File: config.mk
export PLATFORM = sky130hd
export DESIGN_NAME = div_mnbit_seq
export DESIGN_NICKNAME = d
export VERILOG_FILES = /design/src/rtl/div_mnbit_seq.sv
export SDC_FILE = /design/constraint.sdc
export NUM_CORES = 1
export LEC_CHECK = 0
export CAP_MARGIN = 10
export CORE_MARGIN = 1
export CORE_UTILIZATION = 40
export CTS_BUF_LIST = sky130_fd_sc_hd__clkbuf_16
export CTS_CLUSTER_SIZE = 8
export DETAILED_ROUTE_END_ITERATION = 10
export PLACE_DENSITY = 0.65
export RECOVER_POWER = 100
export SLEW_MARGIN = 10
export SYNTH_ARGS = -nofsm -noshare
export SYNTH_HDL_FRONTEND = slang
export SYNTH_SLANG_ARGS = --single-unit
export TNS_END_PERCENT = 5
File: constraint.sdc
create_clock -name clk -period 3.3 [get_ports clk]
set_clock_uncertainty 0.05 [all_clocks]
set_input_delay 0.495 -clock clk [delete_from_list [all_inputs] [get_ports clk]]
set_output_delay 0.495 -clock clk [all_outputs]
set_load 0.05 [all_outputs]
File: src/rtl/div_mnbit_seq.sv
// Sequential unsigned restoring divider: N-bit dividend / M-bit divisor, one step per clock.
// Define DIV_ZERO_DETECT_EN to short-circuit zero divisors straight to DONE and raise dz.
module div_mnbit_seq #(
  parameter int unsigned M = 4,
  parameter int unsigned N = 4
) (
  input  logic         clk,
  input  logic         rst_n,
  input  logic         start,
  input  logic [N-1:0] dividend,
  input  logic [M-1:0] divisor,
  output logic         busy,
  output logic         done,
  output logic [N-1:0] quotient,
  output logic [M-1:0] remainder,
  output logic         dz
);

  localparam int unsigned CW = $clog2(N + 1);

  if (M < 1) begin : g_bad_m
    $error("div_mnbit_seq: M must be at least 1");
  end
  if (N < M) begin : g_bad_n
    $error("div_mnbit_seq: N must be greater than or equal to M");
  end

  typedef enum logic [1:0] {StIdle, StCalc, StDone} state_e;

  state_e        state_q;
  logic [N-1:0]  dvd_q;
  logic [M-1:0]  dsr_q;
  logic [N-1:0]  quo_q;
  logic [M:0]    p_q;
  logic [CW-1:0] cnt_q;
`ifdef DIV_ZERO_DETECT_EN
  logic          dz_q;
`endif

  logic [M:0]    p_shift;
  logic [M+1:0]  diff;
  logic          ge;

  // P stays below the divisor between steps, so dropping P[M] on the shift loses nothing
  // unless the divisor is zero, where only the low dividend bits are meant to survive.
  always_comb begin
    p_shift = {p_q[M-1:0], dvd_q[N-1]};
    diff    = {1'b0, p_shift} - {2'b00, dsr_q};
    ge      = ~diff[M+1];
  end

  always_ff @(posedge clk or negedge rst_n) begin
    if (!rst_n) begin
      state_q   <= StIdle;
      dvd_q     <= '0;
      dsr_q     <= '0;
      quo_q     <= '0;
      p_q       <= '0;
      cnt_q     <= '0;
      busy      <= 1'b0;
      done      <= 1'b0;
      quotient  <= '0;
      remainder <= '0;
      dz        <= 1'b0;
`ifdef DIV_ZERO_DETECT_EN
      dz_q      <= 1'b0;
`endif
    end else begin
      done <= 1'b0;
      unique case (state_q)
        StIdle: begin
          if (start) begin
            dvd_q   <= dividend;
            dsr_q   <= divisor;
            quo_q   <= '0;
            p_q     <= '0;
            cnt_q   <= CW'(N);
            busy    <= 1'b1;
            state_q <= StCalc;
`ifdef DIV_ZERO_DETECT_EN
            dz_q    <= (divisor == '0);
            if (divisor == '0) begin
              // Same values the full restoring run would converge to.
              quo_q   <= '1;
              p_q     <= {1'b0, dividend[M-1:0]};
              cnt_q   <= '0;
              state_q <= StDone;
            end
`endif
          end
        end
        StCalc: begin
          dvd_q <= dvd_q << 1;
          quo_q <= (quo_q << 1) | N'(ge);
          p_q   <= ge ? diff[M:0] : p_shift;
          cnt_q <= cnt_q - CW'(1);
          if (cnt_q == CW'(1)) begin
            state_q <= StDone;
          end
        end
        StDone: begin
          done      <= 1'b1;
          busy      <= 1'b0;
          quotient  <= quo_q;
          remainder <= p_q[M-1:0];
`ifdef DIV_ZERO_DETECT_EN
          dz        <= dz_q;
`endif
          state_q   <= StIdle;
        end
        default: begin
          state_q <= StIdle;
        end
      endcase
    end
  end

endmodule

==> impl_results.html, run 1 <==
<table>
<tr><th>Metric</th><th>Value</th></tr>
<tr><th colspan="2">Floorplan</th></tr>
<tr><td>Std-Cell Core Area</td><td>0.003390 sq mm</td></tr>
<tr><td>Die Y-Extent</td><td>61.90 microns</td></tr>
<tr><td>Number of core rows</td><td>21</td></tr>
<tr><td>Number of I/O pins</td><td>22</td></tr>
<tr><td>Die Footprint</td><td>0.003832 sq mm</td></tr>
<tr><td>Effective utilization at floorplan</td><td>42.34%</td></tr>
<tr><td>Horizontal extent of the die</td><td>61.90 microns</td></tr>
<tr><th colspan="2">Setup path</th></tr>
<tr><td>Worst path buffer plus inverter count</td><td>2</td></tr>
<tr><td>CP top delay family</td><td>buffers and inverters</td></tr>
<tr><td>Worst-path cell with the longest stage delay</td><td>clkbuf_1</td></tr>
<tr><td>Element type at the critical path end</td><td>flop</td></tr>
<tr><td>Depth of the critical timing path with buffers and inverters included</td><td>4</td></tr>
<tr><td>Beginning of the critical path</td><td>start</td></tr>
<tr><td>Data arrival, critical path</td><td>2320 ps</td></tr>
<tr><td>Length in cells of the worst reg-to-reg path</td><td>5</td></tr>
<tr><td>Cell Chain, Critical Path</td><td>dlygate4sd3_1 -&gt; nor3b_1 -&gt; clkbuf_1 -&gt; mux2_2</td></tr>
<tr><td>Category of the critical setup timing path</td><td>primary input to flop</td></tr>
<tr><td>Startpoint type of the worst setup path</td><td>primary input</td></tr>
<tr><td>Worst-path maximum fanout</td><td>19</td></tr>
<tr><td>Data required, critical path</td><td>3400 ps</td></tr>
<tr><td>R2R Setup Slk</td><td>1230 ps</td></tr>
<tr><td>FF-to-FF Start</td><td>p_q[1]</td></tr>
<tr><td>Maximum single-stage delay on the critical path</td><td>650 ps</td></tr>
<tr><th colspan="2">Clock network</th></tr>
<tr><td>Num CTS Buffers</td><td>5</td></tr>
<tr><td>Buffers from clock root to sink, at most</td><td>2</td></tr>
<tr><td>Number of resized instances in the post-cts repair step</td><td>0</td></tr>
<tr><td>Register clock-pin slew on the reported worst setup and hold paths</td><td>50 ps</td></tr>
<tr><td>Number of sinks on the clock net</td><td>31</td></tr>
<tr><td>Setup Fix Bufs, Post-CTS</td><td>0</td></tr>
<tr><td>Count of H-tree levels built during CTS</td><td>2</td></tr>
<tr><td>CTS Root Cell</td><td>clkbuf_16</td></tr>
<tr><td>Latest clock arrival within the worst-skew pair</td><td>270 ps</td></tr>
<tr><td>CTS tree</td><td>yes</td></tr>
<tr><td>CTS Hold Buffers Added</td><td>0</td></tr>
<tr><th colspan="2">Synth</th></tr>
<tr><td>Cell with the most instances after synthesis</td><td>dfrtp_1</td></tr>
<tr><td>Area share of the largest cell type after synthesis</td><td>54.05%</td></tr>
<tr><td>Post-synthesis sequential element count</td><td>31</td></tr>
<tr><td>Mean Syn Cell Area</td><td>10.55 sq um</td></tr>
<tr><td>Number of instances in the synthesized netlist</td><td>136</td></tr>
<tr><td>Share of async-settable or async-resettable flops after synthesis</td><td>100.0%</td></tr>
<tr><td>Library cell with the largest summed area after synthesis</td><td>dfrtp_1</td></tr>
<tr><td>Count of synthesis-stage warnings from yosys</td><td>1</td></tr>
<tr><td>Main area contributors after synthesis</td><td>dfrtp_1 54%, ha_1 5.2%, nand2_1 4.4%</td></tr>
<tr><td>Count of flip-flops with a built-in enable after synthesis</td><td>0</td></tr>
<tr><td>Leading cell types by count after synthesis</td><td>31 x dfrtp_1, 17 x nand2_1, 12 x inv_1</td></tr>
<tr><td>Post-synth cell types</td><td>30</td></tr>
<tr><td>Mapped cell area</td><td>0.001435 sq mm</td></tr>
<tr><td>Nets in the synthesized netlist</td><td>154</td></tr>
<tr><td>Most instantiated flip-flop cell in the synthesis netlist</td><td>dfrtp_1</td></tr>
<tr><td>Sequential cell area fraction in the yosys report</td><td>54.05%</td></tr>
<tr><th colspan="2">Worst hold path</th></tr>
<tr><td>Worst Hold Path Cells</td><td>2</td></tr>
<tr><td>Hold Crit Class</td><td>flop to flop</td></tr>
<tr><td>Source of the worst hold timing path</td><td>remainder[0]</td></tr>
<tr><th colspan="2">STA</th></tr>
<tr><td>Final worst-path setup slack</td><td>1082 ps</td></tr>
<tr><td>Tcrit/Tclk final</td><td>67.20%</td></tr>
<tr><td>Final hold viol count</td><td>0</td></tr>
<tr><td>Period minus WS final</td><td>2218 ps</td></tr>
<tr><td>Slew @ Worst Pin</td><td>1634 ps</td></tr>
<tr><td>Setup tns final</td><td>0 ps</td></tr>
<tr><td>Highest attainable clock frequency</td><td>0.4509 GHz</td></tr>
<tr><td>Final setup violation count</td><td>0</td></tr>
<tr><td>Remaining max-slew budget at the tightest pin</td><td>-8.909%</td></tr>
<tr><td>Setup repair after global routing missed its margin</td><td>false</td></tr>
<tr><td>Number of pins exceeding their max-slew limit in the final report</td><td>32</td></tr>
<tr><td>Tightest hold margin</td><td>421.1 ps</td></tr>
<tr><th colspan="2">Routing</th></tr>
<tr><td>Overall routed net length</td><td>2.622 mm</td></tr>
<tr><td>Per-cell routed wire length</td><td>12.85 microns</td></tr>
<tr><td>Via Count</td><td>1,015</td></tr>
<tr><td>Number of DRC markers after the initial detailed-route iteration</td><td>23</td></tr>
<tr><td>Residual DRC count</td><td>0</td></tr>
<tr><td>Via density</td><td>4.975</td></tr>
<tr><td>Antenna Nets Post-Route</td><td>0</td></tr>
<tr><td>Number of detailed-route iterations in the first pass</td><td>4</td></tr>
<tr><th colspan="2">Finish</th></tr>
<tr><td>Number of fillers in the final layout</td><td>295</td></tr>
<tr><td>Number of antenna cells inserted</td><td>0</td></tr>
<tr><td>Nets</td><td>176</td></tr>
<tr><td>Fraction of layout cells with a size suffix above 1</td><td>8.228%</td></tr>
<tr><td>Final core utilization</td><td>53.19%</td></tr>
<tr><td>Area growth, synth to finish</td><td>25.63%</td></tr>
<tr><th colspan="2">Pwr</th></tr>
<tr><td>Total power divided by cell area</td><td>1143 mW/mm^2</td></tr>
<tr><td>Maximum vdd ir drop</td><td>0.0004975 V</td></tr>
<tr><td>Leakage Power</td><td>0.8291 nW</td></tr>
<tr><th colspan="2">Placed design</th></tr>
<tr><td>Post-detailed-placement half-perimeter wirelength</td><td>1.738 mm</td></tr>
<tr><td>Input/output buffers</td><td>20</td></tr>
<tr><td>Pre-CTS worst setup slack</td><td>1265 ps</td></tr>
<tr><td>Final estimated routing congestion in global placement</td><td>0.8338</td></tr>
<tr><th colspan="2">GRT</th></tr>
<tr><td>Vias in the first global route</td><td>929</td></tr>
<tr><td>GRT Total Usage</td><td>16.30%</td></tr>
<tr><td>First-pass GRT wire length</td><td>4.312 mm</td></tr>
<tr><td>Antenna violations before repair</td><td>0</td></tr>
<tr><td>Final global-route overflow total</td><td>0</td></tr>
<tr><td>Largest net degree at the start of global routing</td><td>32</td></tr>
<tr><th colspan="2">Outcome</th></tr>
<tr><td>Result of the run</td><td>complete, but fails checks</td></tr>
<tr><td>Violations in the final reports</td><td>capacitance limit, slew limit</td></tr>
<tr><th colspan="2">Job</th></tr>
<tr><td>Count of maximum capacitance violations</td><td>1</td></tr>
</table>
-- flip-flops by register name, summed over array words and instances, names as in the netlist --
| signal | flops |
|---|---|
| state_q | 2 |
| remainder | 4 |
| busy | 1 |
| dvd_q | 4 |
| cnt_q | 3 |
| p_q | 4 |
| quotient | 4 |
| done | 1 |
| dsr_q | 4 |
| quo_q | 4 |
-- tightest hold or removal path, stage by stage (launching register included) --
cell	delay (ps)
dfrtp_1	330
nand2_1	50
o21ai_0	60
-- metal layers --
layer | vias up | track usage, % | share of wire [%]
li1 | 502 | - | -
met1 | 482 | 21.14 | 49
met2 | 26 | 24.12 | 45
met3 | 5 | 6.832 | 5.2
met4 | 0 | 6.667 | 1.5
met5 | - | 0 | 0
-- per-stage QoR --
stage	total power, W	instance area (sq um)	instances
2_1_floorplan	0.001421	1435	136
3_3_place_gp	0.001637	1682	197
3_5_place_dp	0.001670	1682	197
4_1_cts	0.002107	1815	204
5_1_grt	0.002218	1803	204
6_report	0.002061	1803	204
-- worst paths after layout --
path                                 to
setup / recovery               dsr_q[0]
hold / removal             remainder[0]
setup reg to reg                 p_q[0]
hold reg to reg            remainder[0]
max in group asynchronous      dsr_q[0]
min in group asynchronous          done
-- where the power goes --
part           total [W]  switching (W)  internal (W)
registers       0.000662       0.000106      0.000556
logic           0.000978       0.000579      0.000400
clock network   0.000421       0.000151      0.000270
total            0.00206       0.000835       0.00123
-- cell usage in the layout, fill, tap and decap left out, types with 2 or more instances in the layout --
master	netlist	layout
dfrtp_1	31	31
nand2_1	17	17
inv_1	12	12
dlygate4sd3_1	0	12
o21ai_0	11	11
nor2_1	9	9
clkdlybuf4s50_1	0	8
a21oi_1	6	6
ha_1	6	6
o22ai_1	5	5
mux2_2	5	5
clkbuf_16	0	5
nor2b_1	4	4
nor3_1	3	3
mux2i_1	3	3
o21bai_1	2	2
a221o_1	2	2
clkbuf_1	5	2
-- area by class of cell --
cell class / count / area, sq um / area share [%]
repair buffers: 22 / 207.7 / 11.52
clock inverters: 2 / 8.758 / 0.4858
well taps: 46 / 57.56 / 3.192
clock buffers: 5 / 125.1 / 6.940
flip-flops and latches: 31 / 775.7 / 43.03
multi-input cells: 86 / 583.1 / 32.34
inverters: 12 / 45.04 / 2.498
-- logic make-up after synthesis --
kind of cell	after synthesis	synth area share [%]
fa+ha+maj	7	6.626
flops	31	54.05
buf+inv	19	5.318
mux	8	6.015
other cells	1	0.2613
simple gates	38	12.55
compound gates	31	14.56
xor+xnor	1	0.6104
Power figures use the tool's default switching activity.
==> run 2: changes to the inputs <==
==> constraint.sdc (replaced) <==
create_clock -name clk -period 2.2 [get_ports clk]
set_clock_uncertainty 0.05 [all_clocks]
set_input_delay 0.33 -clock clk [delete_from_list [all_inputs] [get_ports clk]]
set_output_delay 0.33 -clock clk [all_outputs]
set_load 0.05 [all_outputs]
==> run 2 against run 1 <==
The flow now finishes without violations. Wire length down 0.38%. Register-to-register slack worse by 1100 ps. Critical path depth up 1. Via count up 0.30%. Total power up 51%. Largest cell class unchanged. Clock power up 50%. Final cell count up 1.5%. Non-clock buffer count up 2. Utilization up 0.59 points. Flip-flop and latch count unchanged. Critical path type is now flop to flop.
==> impl_results.html, run 2 (synthesis gave the netlist of run 1 again) <==
<table>
<tr><th>Metric</th><th>Value</th></tr>
<tr><th colspan="2">Pwr</th></tr>
<tr><td>Leakage Power</td><td>0.8434 nW (was 0.8291 nW)</td></tr>
<tr><td>Total power divided by cell area</td><td>1705 mW/mm^2 (was 1143 mW/mm^2)</td></tr>
<tr><td>Total power</td><td>0.003108 W (was 0.002061 W)</td></tr>
<tr><td>Maximum vdd ir drop</td><td>0.0007505 V (was 0.0004975 V)</td></tr>
<tr><th colspan="2">Clock network</th></tr>
<tr><td>Latest clock arrival within the worst-skew pair</td><td>270 ps (about the same)</td></tr>
<tr><td>Number of resized instances in the post-cts repair step</td><td>0 (unchanged)</td></tr>
<tr><td>Number of sinks on the clock net</td><td>31 (unchanged)</td></tr>
<tr><td>Register clock-pin slew on the reported worst setup and hold paths</td><td>50 ps (about the same)</td></tr>
<tr><td>CTS Hold Buffers Added</td><td>0 (unchanged)</td></tr>
<tr><td>Setup Fix Bufs, Post-CTS</td><td>0 (unchanged)</td></tr>
<tr><td>Count of H-tree levels built during CTS</td><td>2 (unchanged)</td></tr>
<tr><td>CTS Root Cell</td><td>clkbuf_16 (unchanged)</td></tr>
<tr><td>Num CTS Buffers</td><td>5 (unchanged)</td></tr>
<tr><td>CTS tree</td><td>yes (unchanged)</td></tr>
<tr><td>Buffers from clock root to sink, at most</td><td>2 (unchanged)</td></tr>
<tr><th colspan="2">Placed design</th></tr>
<tr><td>Input/output buffers</td><td>20 (unchanged)</td></tr>
<tr><td>Pre-CTS worst setup slack</td><td>202.0 ps (was 1265 ps)</td></tr>
<tr><td>Final estimated routing congestion in global placement</td><td>0.7991 (was 0.8338)</td></tr>
<tr><td>Post-detailed-placement half-perimeter wirelength</td><td>1.907 mm (was 1.738 mm)</td></tr>
<tr><th colspan="2">Finish</th></tr>
<tr><td>Top library cells by usage in the layout, fill and taps aside</td><td>31 x dfrtp_1, 17 x nand2_1, 13 x inv_1 (was 31 x dfrtp_1, 17 x nand2_1, 12 x inv_1, 12 x dlygate4sd3_1, 11 x o21ai_0)</td></tr>
<tr><td>Area growth, synth to finish</td><td>27.03% (was 25.63%)</td></tr>
<tr><td>Number of fillers in the final layout</td><td>288 (was 295)</td></tr>
<tr><td>Number of antenna cells inserted</td><td>0 (unchanged)</td></tr>
<tr><td>Final core utilization</td><td>53.78% (was 53.19%)</td></tr>
<tr><td>Fraction of layout cells with a size suffix above 1</td><td>9.317% (was 8.228%)</td></tr>
<tr><td>Leading cell type in the layout, fill and taps excluded</td><td>dfrtp_1 (unchanged)</td></tr>
<tr><td>Nets</td><td>178 (was 176)</td></tr>
<tr><th colspan="2">Setup path</th></tr>
<tr><td>Startpoint type of the worst setup path</td><td>flop (was primary input)</td></tr>
<tr><td>Worst-path maximum fanout</td><td>6 (was 19)</td></tr>
<tr><td>Worst-path cell with the longest stage delay</td><td>a2111oi_4 (was clkbuf_1)</td></tr>
<tr><td>Worst path buffer plus inverter count</td><td>0 (was 2)</td></tr>
<tr><td>Data required, critical path</td><td>2300 ps (was 3400 ps)</td></tr>
<tr><td>CP top delay family</td><td>compound AO/OA/AOI/OAI gates (was buffers and inverters)</td></tr>
<tr><td>Cell Chain, Critical Path</td><td>ha_1 -&gt; and4b_4 -&gt; a2111oi_4 -&gt; nor3_1 -&gt; a221o_1 (was dlygate4sd3_1 -&gt; nor3b_1 -&gt; clkbuf_1 -&gt; mux2_2)</td></tr>
<tr><td>Category of the critical setup timing path</td><td>flop to flop (was primary input to flop)</td></tr>
<tr><td>Element type at the critical path end</td><td>flop (unchanged)</td></tr>
<tr><td>Data arrival, critical path</td><td>2130 ps (was 2320 ps)</td></tr>
<tr><td>Maximum single-stage delay on the critical path</td><td>500 ps (was 650 ps)</td></tr>
<tr><th colspan="2">Routing</th></tr>
<tr><td>Overall routed net length</td><td>2.612 mm (was 2.622 mm)</td></tr>
<tr><td>Via density</td><td>4.918 (was 4.975)</td></tr>
<tr><td>Number of DRC markers after the initial detailed-route iteration</td><td>31 (was 23)</td></tr>
<tr><td>Via Count</td><td>1,018 (was 1,015)</td></tr>
<tr><td>Antenna Nets Post-Route</td><td>0 (unchanged)</td></tr>
<tr><td>Per-cell routed wire length</td><td>12.62 microns (was 12.85 microns)</td></tr>
<tr><td>Number of detailed-route iterations in the first pass</td><td>4 (unchanged)</td></tr>
<tr><td>Residual DRC count</td><td>0 (unchanged)</td></tr>
<tr><th colspan="2">STA</th></tr>
<tr><td>Setup repair after global routing missed its margin</td><td>false (unchanged)</td></tr>
<tr><td>Remaining max-slew budget at the tightest pin</td><td>48.75% (was -8.909%)</td></tr>
<tr><td>Tightest hold margin</td><td>429.7 ps (was 421.1 ps)</td></tr>
<tr><td>Final setup violation count</td><td>0 (unchanged)</td></tr>
<tr><td>Highest attainable clock frequency</td><td>0.4934 GHz</td></tr>
<tr><td>Slew @ Worst Pin</td><td>768.7 ps (was 1634 ps)</td></tr>
<tr><td>Final hold viol count</td><td>0 (unchanged)</td></tr>
<tr><td>Final worst-path setup slack</td><td>173.4 ps (was 1082 ps)</td></tr>
<tr><td>Period minus WS final</td><td>2027 ps</td></tr>
<tr><td>Tcrit/Tclk final</td><td>92.12%</td></tr>
<tr><td>Setup tns final</td><td>0 ps (unchanged)</td></tr>
<tr><td>Number of pins exceeding their max-slew limit in the final report</td><td>0 (was 32)</td></tr>
<tr><th colspan="2">Floorplan</th></tr>
<tr><td>Die Footprint</td><td>0.003832 sq mm (unchanged)</td></tr>
<tr><td>Horizontal extent of the die</td><td>61.90 microns (unchanged)</td></tr>
<tr><td>Die Y-Extent</td><td>61.90 microns (unchanged)</td></tr>
<tr><td>Number of core rows</td><td>21 (unchanged)</td></tr>
<tr><td>Std-Cell Core Area</td><td>0.003390 sq mm (unchanged)</td></tr>
<tr><td>Number of I/O pins</td><td>22 (unchanged)</td></tr>
<tr><td>Effective utilization at floorplan</td><td>42.34% (unchanged)</td></tr>
<tr><th colspan="2">GRT</th></tr>
<tr><td>GRT Total Usage</td><td>16.56% (was 16.30%)</td></tr>
<tr><td>Antenna violations before repair</td><td>0 (unchanged)</td></tr>
<tr><td>Largest net degree at the start of global routing</td><td>32 (unchanged)</td></tr>
<tr><td>Vias in the first global route</td><td>961 (was 929)</td></tr>
<tr><td>First-pass GRT wire length</td><td>4.395 mm (was 4.312 mm)</td></tr>
<tr><td>Final global-route overflow total</td><td>0 (unchanged)</td></tr>
<tr><th colspan="2">Worst hold path</th></tr>
<tr><td>Hold Crit Class</td><td>flop to flop (unchanged)</td></tr>
<tr><th colspan="2">Job</th></tr>
<tr><td>Count of maximum capacitance violations</td><td>0 (was 1)</td></tr>
<tr><th colspan="2">Outcome</th></tr>
<tr><td>Result of the run</td><td>complete, no violations (was complete, but fails checks)</td></tr>
</table>
## run 2: cell count changes in the layout (fill, tap and decap cells not counted)
| cell | change |
|---|---|
| buf_4 | +1 |
| clkbuf_2 | +1 |
| clkinv_1 | +1 |
| clkinv_2 | -1 |
| inv_1 | +1 |
| nor3b_1 | -1 |
| nor3b_2 | +1 |
| o21ai_0 | +1 |
| o21ai_1 | -1 |
## run 2: area by class of cell
cell class / instances / area [sq um] / area share, %
flip-flops and latches: 31 / 775.7 / 42.55
multi-input cells: 86 / 588.1 / 32.26
repair buffers: 24 / 220.2 / 12.08
well taps: 46 / 57.56 / 3.157
inverters: 12 / 45.04 / 2.471
clock inverters: 3 / 11.26 / 0.6177
clock buffers: 5 / 125.1 / 6.863
## run 2: metrics by stage
step / instances / cell area [sq um]
floorplan: 136 / 1435
detailed placement: 199 / 1697
global placement: 199 / 1697
CTS: 207 / 1833
global route: 207 / 1823
finish: 207 / 1823
## run 2: final timing paths
kind / start / to / slack (ps) / cells past startpoint
worst min register to register: quotient[2] / quotient[2] / 430 / 2
worst max register to register: p_q[2] / p_q[0] / 170 / 5
worst min-delay path: quotient[2] / quotient[2] / 430 / 2
worst max-delay path: p_q[2] / p_q[0] / 170 / 5
max in group asynchronous: rst_n / dvd_q[0] / 990 / 2
min in group asynchronous: rst_n / p_q[1] / 620 / 2
## run 2: worst register-to-register path: cells and delay by family, from the launching register on
| kind | cells | cell delay (ps) |
|---|---|---|
| adders and majority gates | 1 | 350 |
| DFF | 1 | 400 |
| and+or+nand+nor | 2 | 320 |
| AOI/OAI and AO/OA | 2 | 780 |
## run 2: per-layer routing
metal,track usage [%],wire length (microns),up-vias
li1,-,-,510
met1,20.31,1214,481
met2,25.50,1249,25
met3,7.660,129,2
met4,6.349,19,0
met5,0,0,-
## run 2: report_power, final
part	switching, W	total, W	internal (W)
Combinational	0.000871	0.00148	0.000614
Clock	0.000225	0.000631	0.000405
Sequential	0.000160	0.000993	0.000833
Total	0.00126	0.00311	0.00185
